--- src/rtl/lcd_pkg.sv ---
// ============================================================================
// Module      : lcd_pkg
// Description : HD44780 command constants, controller/bus state encodings and
//               the DDRAM line-base helper shared by the LCD text controller.
// Revision    : 1.0 - initial release
// ============================================================================
`default_nettype none

package lcd_pkg;

    // HD44780 8-bit-mode instruction bytes
    localparam logic [7:0] c_cmd_init    = 8'h30;  // function set, 8-bit, wake-up
    localparam logic [7:0] c_cmd_func_2l = 8'h38;  // function set, 8-bit, 2-line
    localparam logic [7:0] c_cmd_doff    = 8'h08;  // display off
    localparam logic [7:0] c_cmd_clr     = 8'h01;  // clear display
    localparam logic [7:0] c_cmd_entry   = 8'h06;  // increment, no shift
    localparam logic [7:0] c_cmd_don     = 8'h0C;  // display on, cursor off
    localparam logic [7:0] c_ddram_l0    = 8'h80;  // set DDRAM address, row 0
    localparam logic [7:0] c_ddram_l1    = 8'hC0;  // set DDRAM address, row 1

    // Sequencer states
    typedef enum logic [3:0] {
        S_POR      = 4'd0,
        S_INIT     = 4'd1,
        S_FUNC     = 4'd2,
        S_DOFF     = 4'd3,
        S_CLR      = 4'd4,
        S_ENTRY    = 4'd5,
        S_DON      = 4'd6,
        S_IDLE     = 4'd7,
        S_LINE_CMD = 4'd8,
        S_LINE_WR  = 4'd9
    } lcd_state_e;

    // Phases of a single bus write
    typedef enum logic [1:0] {
        PH_IDLE  = 2'd0,
        PH_SETUP = 2'd1,
        PH_HIGH  = 2'd2,
        PH_POST  = 2'd3
    } xfer_phase_e;

    // Lines 2 and 3 of a 4-line panel continue rows 0 and 1 after NUM_COLS chars
    function automatic logic [7:0] line_base(input logic [1:0] line, input int unsigned ncols);
        logic [7:0] cols8;
        cols8 = 8'(ncols);
        case (line)
            2'd0:    return c_ddram_l0;
            2'd1:    return c_ddram_l1;
            2'd2:    return c_ddram_l0 + cols8;
            default: return c_ddram_l1 + cols8;
        endcase
    endfunction

endpackage

`default_nettype wire

--- src/rtl/lcd_bus_xfer.sv ---
// ============================================================================
// Module      : lcd_bus_xfer
// Description : One HD44780 write cycle: latch rs/data, hold for the setup
//               time, pulse E, then wait the per-command post delay.
//               rs/data stay on the pins until the next write.
// Revision    : 1.0 - initial release
// ============================================================================
`default_nettype none

module lcd_bus_xfer
    import lcd_pkg::*;
#(
    parameter int E_SETUP_CYC = 4,
    parameter int E_HIGH_CYC  = 12
) (
    input  logic        clk,
    input  logic        rst,
    input  logic        start_i,
    input  logic        rs_i,
    input  logic [7:0]  data_i,
    input  logic [31:0] post_wait_i,
    output logic        lcd_e_o,
    output logic        lcd_rs_o,
    output logic [7:0]  lcd_data_o,
    output logic        busy_o,
    output logic        done_o
);

    xfer_phase_e phase_q;
    logic [31:0] cnt_q;
    logic        e_q;
    logic        rs_q;
    logic [7:0]  data_q;
    logic        busy_q;
    logic        done_q;

    // Phase sequencer: setup -> E high -> post wait -> one-cycle done pulse
    always_ff @(posedge clk) begin
        if (rst) begin
            phase_q <= PH_IDLE;
            cnt_q   <= '0;
            e_q     <= 1'b0;
            rs_q    <= 1'b0;
            data_q  <= 8'h00;
            busy_q  <= 1'b0;
            done_q  <= 1'b0;
        end else begin
            done_q <= 1'b0;
            case (phase_q)
                PH_IDLE: begin
                    if (start_i) begin
                        rs_q    <= rs_i;
                        data_q  <= data_i;
                        busy_q  <= 1'b1;
                        cnt_q   <= 32'(E_SETUP_CYC - 1);
                        phase_q <= PH_SETUP;
                    end
                end
                PH_SETUP: begin
                    if (cnt_q == 32'd0) begin
                        e_q     <= 1'b1;
                        cnt_q   <= 32'(E_HIGH_CYC - 1);
                        phase_q <= PH_HIGH;
                    end else begin
                        cnt_q <= cnt_q - 32'd1;
                    end
                end
                PH_HIGH: begin
                    if (cnt_q == 32'd0) begin
                        e_q     <= 1'b0;
                        cnt_q   <= post_wait_i - 32'd1;
                        phase_q <= PH_POST;
                    end else begin
                        cnt_q <= cnt_q - 32'd1;
                    end
                end
                default: begin
                    if (cnt_q == 32'd0) begin
                        busy_q  <= 1'b0;
                        done_q  <= 1'b1;
                        phase_q <= PH_IDLE;
                    end else begin
                        cnt_q <= cnt_q - 32'd1;
                    end
                end
            endcase
        end
    end

    assign lcd_e_o    = e_q;
    assign lcd_rs_o   = rs_q;
    assign lcd_data_o = data_q;
    assign busy_o     = busy_q;
    assign done_o     = done_q;

endmodule

`default_nettype wire

--- src/rtl/lcd_text_ctrl.sv ---
// ============================================================================
// Module      : lcd_text_ctrl
// Description : HD44780 character-LCD controller, 8-bit write-only mode.
//               Holds a NUM_LINES x NUM_COLS text buffer, runs power-on init,
//               then streams buffer lines to the panel.
// Options     : LCD_DIRTY_EN - when defined, only lines written since their
//               last transfer are resent; otherwise all lines refresh
//               continuously in order.
// Revision    : 1.0 - initial release
// ============================================================================
`default_nettype none

module lcd_text_ctrl
    import lcd_pkg::*;
#(
    parameter int NUM_LINES     = 2,
    parameter int NUM_COLS      = 16,
    parameter int POR_WAIT_CYC  = 2_000_000,
    parameter int INIT_WAIT_CYC = 250_000,
    parameter int CMD_WAIT_CYC  = 2_500,
    parameter int CLR_WAIT_CYC  = 100_000,
    parameter int E_SETUP_CYC   = 4,
    parameter int E_HIGH_CYC    = 12
) (
    input  logic       clk,
    input  logic       rst,
    input  logic       wr_en,
    input  logic [1:0] wr_line,
    input  logic [4:0] wr_col,
    input  logic [7:0] wr_char,
    output logic       ready,
    output logic       busy,
    output logic       lcd_rs,
    output logic       lcd_rw,
    output logic       lcd_e,
    output logic [7:0] lcd_data
);

    localparam int         NCHARS      = NUM_LINES * NUM_COLS;
    localparam int         AW          = $clog2(NCHARS);
    localparam logic [2:0] c_num_lines = 3'(NUM_LINES);
    localparam logic [5:0] c_num_cols  = 6'(NUM_COLS);

    generate
        if (!(NUM_LINES == 1 || NUM_LINES == 2 || NUM_LINES == 4)) begin : g_bad_lines
            $error("lcd_text_ctrl: NUM_LINES must be 1, 2 or 4");
        end
        if (NUM_COLS < 8 || NUM_COLS > 20) begin : g_bad_cols
            $error("lcd_text_ctrl: NUM_COLS must be 8..20");
        end
    endgenerate

    // ------------------------------------------------------------------
    // Text buffer, flattened line-major
    // ------------------------------------------------------------------
    logic [7:0]    buf_q [NCHARS];
    logic          w_wr_valid;
    logic [AW-1:0] w_wr_idx;
    logic [AW-1:0] w_rd_idx;

    logic [1:0]    line_q;
    logic [4:0]    col_q;

    assign w_wr_valid = wr_en && ({1'b0, wr_line} < c_num_lines) && ({1'b0, wr_col} < c_num_cols);
    assign w_wr_idx   = AW'(32'(wr_line) * 32'(NUM_COLS) + 32'(wr_col));
    assign w_rd_idx   = AW'(32'(line_q) * 32'(NUM_COLS) + 32'(col_q));

    // Buffer write port: one character per cycle, out-of-range writes dropped
    always_ff @(posedge clk) begin
        if (rst) begin
            for (int i = 0; i < NCHARS; i++) begin
                buf_q[i] <= 8'h20;
            end
        end else if (w_wr_valid) begin
            buf_q[w_wr_idx] <= wr_char;
        end
    end

    // ------------------------------------------------------------------
    // Sequencer state
    // ------------------------------------------------------------------
    lcd_state_e  state_q;
    logic        issued_q;
    logic [1:0]  init_cnt_q;
    logic [31:0] timer_q;
    logic [1:0]  last_line_q;
    logic        ready_q;
    logic        start_q;
    logic        rs_q;
    logic [7:0]  data_q;
    logic [31:0] post_wait_q;
    logic        w_done;

    // ------------------------------------------------------------------
    // Next-line selection
    // ------------------------------------------------------------------
    logic       w_next_found;
    logic [1:0] w_next_line;

`ifdef LCD_DIRTY_EN
    logic [NUM_LINES-1:0] dirty_q;
    logic [NUM_LINES-1:0] w_dirty_set;
    logic [NUM_LINES-1:0] w_dirty_clr;
    logic [3:0]           w_dirty4;

    assign w_dirty_set = w_wr_valid ? NUM_LINES'(4'b0001 << wr_line) : '0;
    assign w_dirty_clr = (state_q == S_LINE_CMD && !issued_q) ? NUM_LINES'(4'b0001 << line_q) : '0;
    assign w_dirty4    = 4'(dirty_q);

    // Dirty flags: a write in the same cycle as the clear keeps the line dirty
    always_ff @(posedge clk) begin
        if (rst) begin
            dirty_q <= '1;
        end else begin
            dirty_q <= (dirty_q & ~w_dirty_clr) | w_dirty_set;
        end
    end

    // Round-robin search among dirty lines, starting after the last one sent
    always_comb begin
        logic [1:0] cand;
        cand         = 2'd0;
        w_next_found = 1'b0;
        w_next_line  = 2'd0;
        for (int k = 1; k <= NUM_LINES; k++) begin
            cand = 2'((32'(last_line_q) + 32'(k)) % 32'(NUM_LINES));
            if (!w_next_found && w_dirty4[cand]) begin
                w_next_found = 1'b1;
                w_next_line  = cand;
            end
        end
    end
`else
    // Continuous refresh: always the line after the last one sent
    always_comb begin
        w_next_found = 1'b1;
        w_next_line  = (last_line_q == 2'(NUM_LINES - 1)) ? 2'd0 : last_line_q + 2'd1;
    end
`endif

    // ------------------------------------------------------------------
    // Per-state command byte, register select, post wait and successor
    // ------------------------------------------------------------------
    logic        w_cmd_rs;
    logic [7:0]  w_cmd_data;
    logic [31:0] w_cmd_wait;
    lcd_state_e  w_cmd_next;

    // Decode what the current command state puts on the bus
    always_comb begin
        w_cmd_rs   = 1'b0;
        w_cmd_data = c_cmd_init;
        w_cmd_wait = 32'(CMD_WAIT_CYC);
        w_cmd_next = state_q;
        case (state_q)
            S_INIT: begin
                w_cmd_wait = 32'(INIT_WAIT_CYC);
                w_cmd_next = (init_cnt_q == 2'd2) ? S_FUNC : S_INIT;
            end
            S_FUNC: begin
                w_cmd_data = (NUM_LINES > 1) ? c_cmd_func_2l : c_cmd_init;
                w_cmd_next = S_DOFF;
            end
            S_DOFF: begin
                w_cmd_data = c_cmd_doff;
                w_cmd_next = S_CLR;
            end
            S_CLR: begin
                w_cmd_data = c_cmd_clr;
                w_cmd_wait = 32'(CLR_WAIT_CYC);
                w_cmd_next = S_ENTRY;
            end
            S_ENTRY: begin
                w_cmd_data = c_cmd_entry;
                w_cmd_next = S_DON;
            end
            S_DON: begin
                w_cmd_data = c_cmd_don;
                w_cmd_next = S_IDLE;
            end
            S_LINE_CMD: begin
                w_cmd_data = line_base(line_q, NUM_COLS);
                w_cmd_next = S_LINE_WR;
            end
            S_LINE_WR: begin
                w_cmd_rs   = 1'b1;
                w_cmd_data = buf_q[w_rd_idx];
                w_cmd_next = (col_q == 5'(NUM_COLS - 1)) ? S_IDLE : S_LINE_WR;
            end
            default: ;
        endcase
    end

    // Main sequencer: power-on wait, init commands, then line streaming
    always_ff @(posedge clk) begin
        if (rst) begin
            state_q     <= S_POR;
            issued_q    <= 1'b0;
            init_cnt_q  <= 2'd0;
            timer_q     <= 32'd0;
            line_q      <= 2'd0;
            last_line_q <= 2'(NUM_LINES - 1);
            col_q       <= 5'd0;
            ready_q     <= 1'b0;
            start_q     <= 1'b0;
            rs_q        <= 1'b0;
            data_q      <= 8'h00;
            post_wait_q <= 32'd0;
        end else begin
            start_q <= 1'b0;
            case (state_q)
                S_POR: begin
                    if (timer_q == 32'(POR_WAIT_CYC - 1)) begin
                        timer_q <= 32'd0;
                        state_q <= S_INIT;
                    end else begin
                        timer_q <= timer_q + 32'd1;
                    end
                end
                S_IDLE: begin
                    if (w_next_found) begin
                        line_q      <= w_next_line;
                        last_line_q <= w_next_line;
                        col_q       <= 5'd0;
                        state_q     <= S_LINE_CMD;
                    end
                end
                default: begin
                    if (!issued_q) begin
                        start_q     <= 1'b1;
                        rs_q        <= w_cmd_rs;
                        data_q      <= w_cmd_data;
                        post_wait_q <= w_cmd_wait;
                        issued_q    <= 1'b1;
                    end else if (w_done) begin
                        issued_q <= 1'b0;
                        state_q  <= w_cmd_next;
                        if (state_q == S_INIT) begin
                            init_cnt_q <= init_cnt_q + 2'd1;
                        end
                        if (state_q == S_DON) begin
                            ready_q <= 1'b1;
                        end
                        if (state_q == S_LINE_WR) begin
                            col_q <= col_q + 5'd1;
                        end
                    end
                end
            endcase
        end
    end

    lcd_bus_xfer #(
        .E_SETUP_CYC (E_SETUP_CYC),
        .E_HIGH_CYC  (E_HIGH_CYC)
    ) u_bus (
        .clk         (clk),
        .rst         (rst),
        .start_i     (start_q),
        .rs_i        (rs_q),
        .data_i      (data_q),
        .post_wait_i (post_wait_q),
        .lcd_e_o     (lcd_e),
        .lcd_rs_o    (lcd_rs),
        .lcd_data_o  (lcd_data),
        .busy_o      (busy),
        .done_o      (w_done)
    );

    assign ready  = ready_q;
    assign lcd_rw = 1'b0;

endmodule

`default_nettype wire
--- config.mk ---
export PLATFORM = sky130hd
export DESIGN_NAME = lcd_text_ctrl
export DESIGN_NICKNAME = d
export VERILOG_FILES = /design/src/rtl/lcd_pkg.sv /design/src/rtl/lcd_bus_xfer.sv /design/src/rtl/lcd_text_ctrl.sv
export SDC_FILE = /design/constraint.sdc
export NUM_CORES = 1
export LEC_CHECK = 0
export CAP_MARGIN = 20
export CORE_ASPECT_RATIO = 0.5
export CORE_MARGIN = 3
export CORE_UTILIZATION = 51
export CTS_CLUSTER_DIAMETER = 40
export CTS_CLUSTER_SIZE = 10
export DETAILED_ROUTE_END_ITERATION = 6
export DONT_BUFFER_PORTS = 1
export GPL_TIMING_DRIVEN = 0
export PLACE_DENSITY = 0.77
export SYNTH_ARGS = -nofsm -noshare
export SYNTH_HDL_FRONTEND = slang
export SYNTH_HIERARCHICAL = 1
export SYNTH_SLANG_ARGS = --single-unit
--- constraint.sdc ---
create_clock -name clk -period 3.4 [get_ports clk]
set_clock_uncertainty 0.2 [all_clocks]
set_input_delay 0.68 -clock clk [delete_from_list [all_inputs] [get_ports clk]]
set_output_delay 0.68 -clock clk [all_outputs]
set_load 0.005 [all_outputs]
==> summary.txt, run 1 <==
Critical path
  – Data required, critical path: 3.61 ns
  – Worst reg2reg path depth: 7
  – Critical path type: reg2reg
  – Startpoint types: flop
  – Worst path arrival time: 3.50 ns
  – CP max FO: 10
  – Worst setup EP type: flop

Hold path
  – Worst Hold Class: in2reg
  – Hold path depth: 1

Global route
  – Gr usage total: 25.8%
  – Initial antenna violation count: 1
  – Vias in the first global route: 13400
  – Busiest grt layer: met2
  – GR Util met1: 34.7%
  – Total gr overflow: 0
  – Largest net degree at the start of global routing: 18
  – First-pass GRT wire length: 78300 um
  – Met3 Resource Use GR: 6.06%
  – Met2 Usage GRT: 41.9%

Yosys
  – Register area share after synthesis: 52.9%
  – Synth area leader: edfxtp_1
  – Post-synth EDFFs: 256
  – Ys async rst share: 0%
  – Synthesized instance count: 1623
  – Synth Flop Type: edfxtp_1
  – Yosys warnings: 6
  – Top cells by area, synth: edfxtp_1 (41%), dfxtp_1 (12%), and2_1 (7.7%), mux4_2 (7.5%), nor2_1 (2.5%)
  – Top cell type's share of synthesized area: 41.2%
  – Post-synthesis register bit count: 365
  – Cell variety after synth: 86
  – Mapped Area: 18700 um^2
  – Syn avg cell area: 11.5 um^2

CTS
  – TritonCTS Buffers: 45
  – Clock root buffer master: clkbuf_16
  – Clk_lat worst skew: 0.57 ns
  – Htree depth: 2
  – Clock tree sinks: 365
  – Post-CTS Hold Fix Bufs: 0
  – CTS tree: yes
  – Clock transition at path regs: 0.06 ns
  – CTS Buffer Depth: 3

Floorplan
  – Ports: 31
  – Die ar.: 39100 um^2
  – Core ar.: 35300 um^2
  – Die width: 276 um
  – Starting Density: 52.9%
  – Die Y: 141 um
  – Site Rows: 48

Final layout
  – Number of diodes: 0
  – Fin area: 20900 um^2
  – Register area: 9870 um^2
  – Layout cell share with drive strength beyond 1: 12.4%
  – Fill count: 2789
  – P&R area growth vs syn: 12.2%
  – NumNets Final: 1782
  – Area of the multi-input gates: 8400 um^2

Detailed routing
  – Routed wire length: 50500 um
  – Routed wire length per instance: 22.4 um
  – Via density: 6.20
  – Detail Route Antenna Nets: 0
  – Vias: 14000
  – First-iteration detailed-routing DRC count: 1793
  – Residual DRC: 0
  – 1st-pass router iterations: 6

Timing
  – Post-Route Setup TNS: 0 ns
  – F_max: 304 MHz
  – Final hold viol count: 0
  – Worst hold margin: 0.0997 ns
  – Clock period minus worst slack: 3.29 ns
  – Tightest Pin Transition: 1.01 ns
  – RSZ-0062 raised after global routing: false
  – Final worst slack: 0.112 ns
  – Period Utilization, post-route: 96.7%
  – Setup-failing EPs final: 0
  – Pins Over Slew Limit: 0
  – Rel. slew slack: 31.7%

Power
  – Leak: 7.11 nW
  – Peak supply drop: 0.385 mV
  – Post-layout power: 10.8 mW
  – Power Density: 514 nW/um^2

Placement
  – GP Congestion: 0.946
  – Dpl cell area: 19600 um^2
  – Pre-CTS setup slack: -0.146 ns
  – Port buffer count: 0
  – DP HPWL: 35700 um

Run
  – Max-cap violation count: 0

Status
  – Status: completed
==> stage by stage <==
| stage | std cells | util (%) |
|---|---|---|
| global placement | 2151 | 55.2 |
| CTS | 2250 | 59.3 |
| global route | 2253 | 59.4 |
| detailed placement | 2178 | 55.6 |
| floorplan | 1676 | - |
| finish | 2253 | 59.4 |
==> path summary, 6_finish.rpt <==
path / start / endpoint / slack (ns)
setup / recovery: col_q[2] / data_q[6] / 0.11
hold / removal: wr_char[5] / buf_q[22][5] / 0.1
setup reg to reg: col_q[2] / data_q[6] / 0.11
hold reg to reg: rs_q / rs_q / 0.26
==> final cells by class <==
type                            instances  share of cell area (%)
Sequential cell                       365                    47.1
Multi-Input combinational cell       1180                    40.1
Clock buffer                           64                    5.77
Tap cell                              475                    2.84
Buffer                                109                    2.43
Timing Repair Buffer                   30                   0.897
Clock inverter                          8                   0.412
Inverter                               22                   0.394
==> logic make-up after synthesis <==
group / Yosys count / share of synthesized area (%)
buffers and inverters: 131 / 3.16
DFF: 365 / 52.9
muxes: 85 / 8.73
xor gates and xnor gates: 75 / 3.52
adders and majority gates: 11 / 0.738
and+or+nand+nor: 713 / 22.0
AOI/OAI and AO/OA: 242 / 8.90
other: 1 / 0.0201
==> what timing repair did <==
| action | in CTS | in global routing |
|---|---|---|
| endpoints found under the setup margin | 1 | 1 |
| gates resized for setup | 1 | 4 |
| buffers inserted | 0 | 0 |
==> worst max-delay path, stage by stage, from the launching register on <==
cell and delay [ns]:
dfxtp_1 0.42, clkbuf_1 0.79, buf_2 0.47, mux4_2 0.37, mux2i_1 0.40, mux2i_1 0.22
a32oi_1 0.19, o31ai_1 0.09
==> routing by layer <==
metal  vias up  part of all wire (%)  wire [um]
met2       869                    46      23200
met3       141                    11       5530
met5         -                 0.026         13
li1       6225                     -          -
met4         2                   3.1       1570
met1      6728                    40      20200
==> power by group <==
part | total, mW | leakage [nW] | switching [mW] | internal [mW]
Clock | 4.34 | 0.622 | 1.87 | 2.47
Sequential | 5.08 | 3.33 | 0.123 | 4.95
Combinational | 1.36 | 3.16 | 0.887 | 0.471
==> cell usage after synthesis (all sizes together), types with 11 or more instances <==
cell type / instances
buf: 36
nor2b: 16
dfxtp: 109
nand2: 85
o21ai: 68
clkbuf: 73
xnor2: 45
mux4: 62
o22ai: 25
nand4: 22
nor2: 123
ha: 11
nand3: 43
inv: 22
edfxtp: 256
nor3: 54
a21oi: 54
and2: 231
mux2i: 21
or3: 47
nor4: 30
xor2: 30
==> sequential cells by signal (all words and copies together), names as in the netlist, 2 cells and up <==
register and count:
buf_q 256, col_q 5, data_q 8, init_cnt_q 2, line_q 2, post_wait_q 5
state_q 4, timer_q 32, u_bus/cnt_q 32, u_bus/lcd_data_o 8, u_bus/phase_q 2
==> cell usage in the layout, fill, tap and decap left out, types with 54 or more instances in the layout <==
| cell type | instances |
|---|---|
| a21oi_1 | 54 |
| and2_1 | 231 |
| clkbuf_1 | 90 |
| conb_1 | 54 |
| dfxtp_1 | 109 |
| edfxtp_1 | 256 |
| mux4_2 | 62 |
| nand2_1 | 83 |
| nor2_1 | 123 |
| o21ai_0 | 65 |
Note: power is estimated with default switching activity, not from simulation.
==> inputs of run 2 (changes only) <==
- RECOVER_POWER: not set -> 25
- SKIP_LAST_GASP: not set -> 1
- clock period: 3.4 -> 4.1 ns (I/O delays scaled with it)
==> run 2 against run 1 <==
Compared with the run above:
- first-iteration DRC count rose by 7.7%
- sequential power shrank 17%
- largest power group unchanged
- setup slack improved by 0.35 ns
- maximum frequency decreased by 9.7%
- design area is essentially flat
- final cell count unchanged
- clock power fell by 17%
- die area unchanged
- worst hold slack improved by 0.13 ns
==> summary.txt, run 2 (synthesis results as in run 1) <==
Placement
  – Pre-CTS setup slack: 0.414 ns (+0.560 ns)
  – Port buffer count: 0 (unchanged)
  – Dpl cell area: 19600 um^2 (unchanged)
  – GP Congestion: 0.946 (unchanged)
  – DP HPWL: 35700 um (unchanged)

Timing
  – Rel. slew slack: 28.9% (-2.8 points)
  – Post-Route Setup TNS: 0 ns (unchanged)
  – Pins Over Slew Limit: 0 (unchanged)
  – Setup-failing EPs final: 0 (unchanged)
  – Clock period minus worst slack: 3.64 ns (+0.353 ns)
  – Tightest Pin Transition: 1.06 ns (+0.0419 ns)
  – Period Utilization, post-route: 88.8% (-7.9 points)
  – RSZ-0062 raised after global routing: false
  – Final hold viol count: 0 (unchanged)
  – F_max: 275 MHz (-9.7%)
  – Final worst slack: 0.460 ns (+0.347 ns)

Power
  – Post-layout power: 8.93 mW (-17%)
  – Leak: 7.01 nW (-1.4%)
  – Power Density: 426 nW/um^2 (-17%)
  – Peak supply drop: 0.319 mV (-17%)

Critical path
  – Critical path type: reg2reg
  – Worst setup EP type: flop
  – Worst reg2reg path depth: 7 (unchanged)
  – Slowest stage cell on the critical path: a2111oi_0
  – Buf/Inv on CP: 2 (unchanged)
  – Critical path's top delay family: buffers and inverters
  – Worst setup path start: col_q[2]
  – Data required, critical path: 4.29 ns (+0.68 ns)
  – Startpoint types: flop
  – CP max stage delay: 0.86 ns (+0.07 ns)
  – Reg2reg end: data_q[5]
  – Register-to-register setup slack: 0.46 ns (+0.35 ns)
  – R2R Path Start: col_q[2]
  – Most common cell on crit path: mux2i_1
  – Worst path arrival time: 3.83 ns (+0.33 ns)
  – Crit-path cells: buf_2 > buf_1 > mux4_2 > mux2i_1 > mux2i_1 > a2111oi_0 > nor3_1
  – CP max FO: 10 (unchanged)

Final layout
  – Most frequent cells in the layout: edfxtp_1 (256), and2_1 (148), nor2_1 (123)
  – Largest register FFs: 256 (unchanged)
  – Fin area: 20900 um^2 (about the same)
  – Number of diodes: 0 (unchanged)
  – NumNets Final: 1782 (unchanged)
  – Biggest regs: buf_q: 256 flops, timer_q: 32 flops, u_bus/cnt_q: 32 flops
  – Top reg by flops: buf_q
  – Fill count: 2789 (unchanged)
  – P&R area growth vs syn: 12.2% (about the same)
  – Layout cell share with drive strength beyond 1: 12.2% (-0.22 points)
  – Commonest non-fill, non-tap cell in the layout: edfxtp_1

CTS
  – Clock tree sinks: 365 (unchanged)
  – CTS tree: yes
  – Clk_lat worst skew: 0.57 ns (about the same)
  – Clock root buffer master: clkbuf_16
  – Clock transition at path regs: 0.06 ns (about the same)
  – Setup Buffers After CTS: 0 (unchanged)
  – Resize count post-CTS: 0 (-1)
  – TritonCTS Buffers: 45 (unchanged)
  – Post-CTS Hold Fix Bufs: 0 (unchanged)
  – CTS Buffer Depth: 3 (unchanged)
  – Htree depth: 2 (unchanged)

Detailed routing
  – Detail Route Antenna Nets: 0 (unchanged)
  – Via density: 6.19 (-0.13%)
  – 1st-pass router iterations: 7 (+1)
  – Residual DRC: 0 (unchanged)
  – Routed wire length: 50500 um (about the same)
  – Routed wire length per instance: 22.4 um (about the same)
  – Vias: 13900 (-0.13%)
  – First-iteration detailed-routing DRC count: 1931 (+7.7%)

Global route
  – Vias in the first global route: 13400 (-0.045%)
  – First-pass GRT wire length: 78300 um (about the same)
  – Gr usage total: 25.8% (about the same)
  – Total gr overflow: 0 (unchanged)
  – Initial antenna violation count: 1 (unchanged)
  – Largest net degree at the start of global routing: 18 (unchanged)

Hold path
  – Hold Path End: buf_q[22][5]
  – Hold path depth: 1 (unchanged)
  – Worst Hold Class: in2reg
  – Worst hold start: wr_char[5]

Run
  – Max-cap violation count: 0 (unchanged)

Floorplan
  – Starting Density: 52.9% (unchanged)
  – Ports: 31 (unchanged)
  – Die Y: 141 um (unchanged)
  – Core ar.: 35300 um^2 (unchanged)
  – Die width: 276 um (unchanged)
  – Site Rows: 48 (unchanged)
  – Die ar.: 39100 um^2 (unchanged)

Status
  – Status: completed
run 2: power by group:
part / switching, mW / internal [mW] / leakage [nW]
Clock: 1.55 / 2.05 / 0.622
Combinational: 0.734 / 0.389 / 3.06
Sequential: 0.101 / 4.11 / 3.33
run 2: layout make-up:
type | instances | area [um^2] | share of cell area [%]
Clock buffer | 64 | 1210 | 5.77
Clock inverter | 8 | 86.3 | 0.413
Multi-Input combinational cell | 1180 | 8400 | 40.1
Buffer | 109 | 504 | 2.41
Tap cell | 475 | 594 | 2.84
Inverter | 22 | 82.6 | 0.395
Sequential cell | 365 | 9870 | 47.2
Timing Repair Buffer | 30 | 188 | 0.897
run 2: worst max-delay path by stage:
| stage | endpoint | cells past startpoint |
|---|---|---|
| floorplan | buf_q[0][0] | 5 |
| global placement | buf_q[16][1] | 5 |
| detailed placement | buf_q[28][0] | 5 |
| CTS | data_q[5] | 7 |
| global route | data_q[5] | 7 |
| finish | data_q[5] | 7 |
run 2: stage by stage:
step	std cells	util [%]	hold slack, ns
after floorplan	1676	-	0.230
after detailed placement	2178	55.6	0.248
after global placement	2151	55.2	0.245
after global routing	2253	59.4	0.238
final	2253	59.4	0.228
after CTS	2250	59.3	0.223
run 2: per-layer routing:
| layer | part of all wire (%) | wire length [um] | up-vias | GRT usage [%] |
|---|---|---|---|---|
| li1 | - | - | 6229 | - |
| met1 | 40 | 20100 | 6705 | 34.7 |
| met2 | 46 | 23200 | 874 | 41.9 |
| met3 | 11 | 5740 | 137 | 6.06 |
| met4 | 3.0 | 1490 | 2 | 7.77 |
| met5 | 0.026 | 13 | - | 0 |
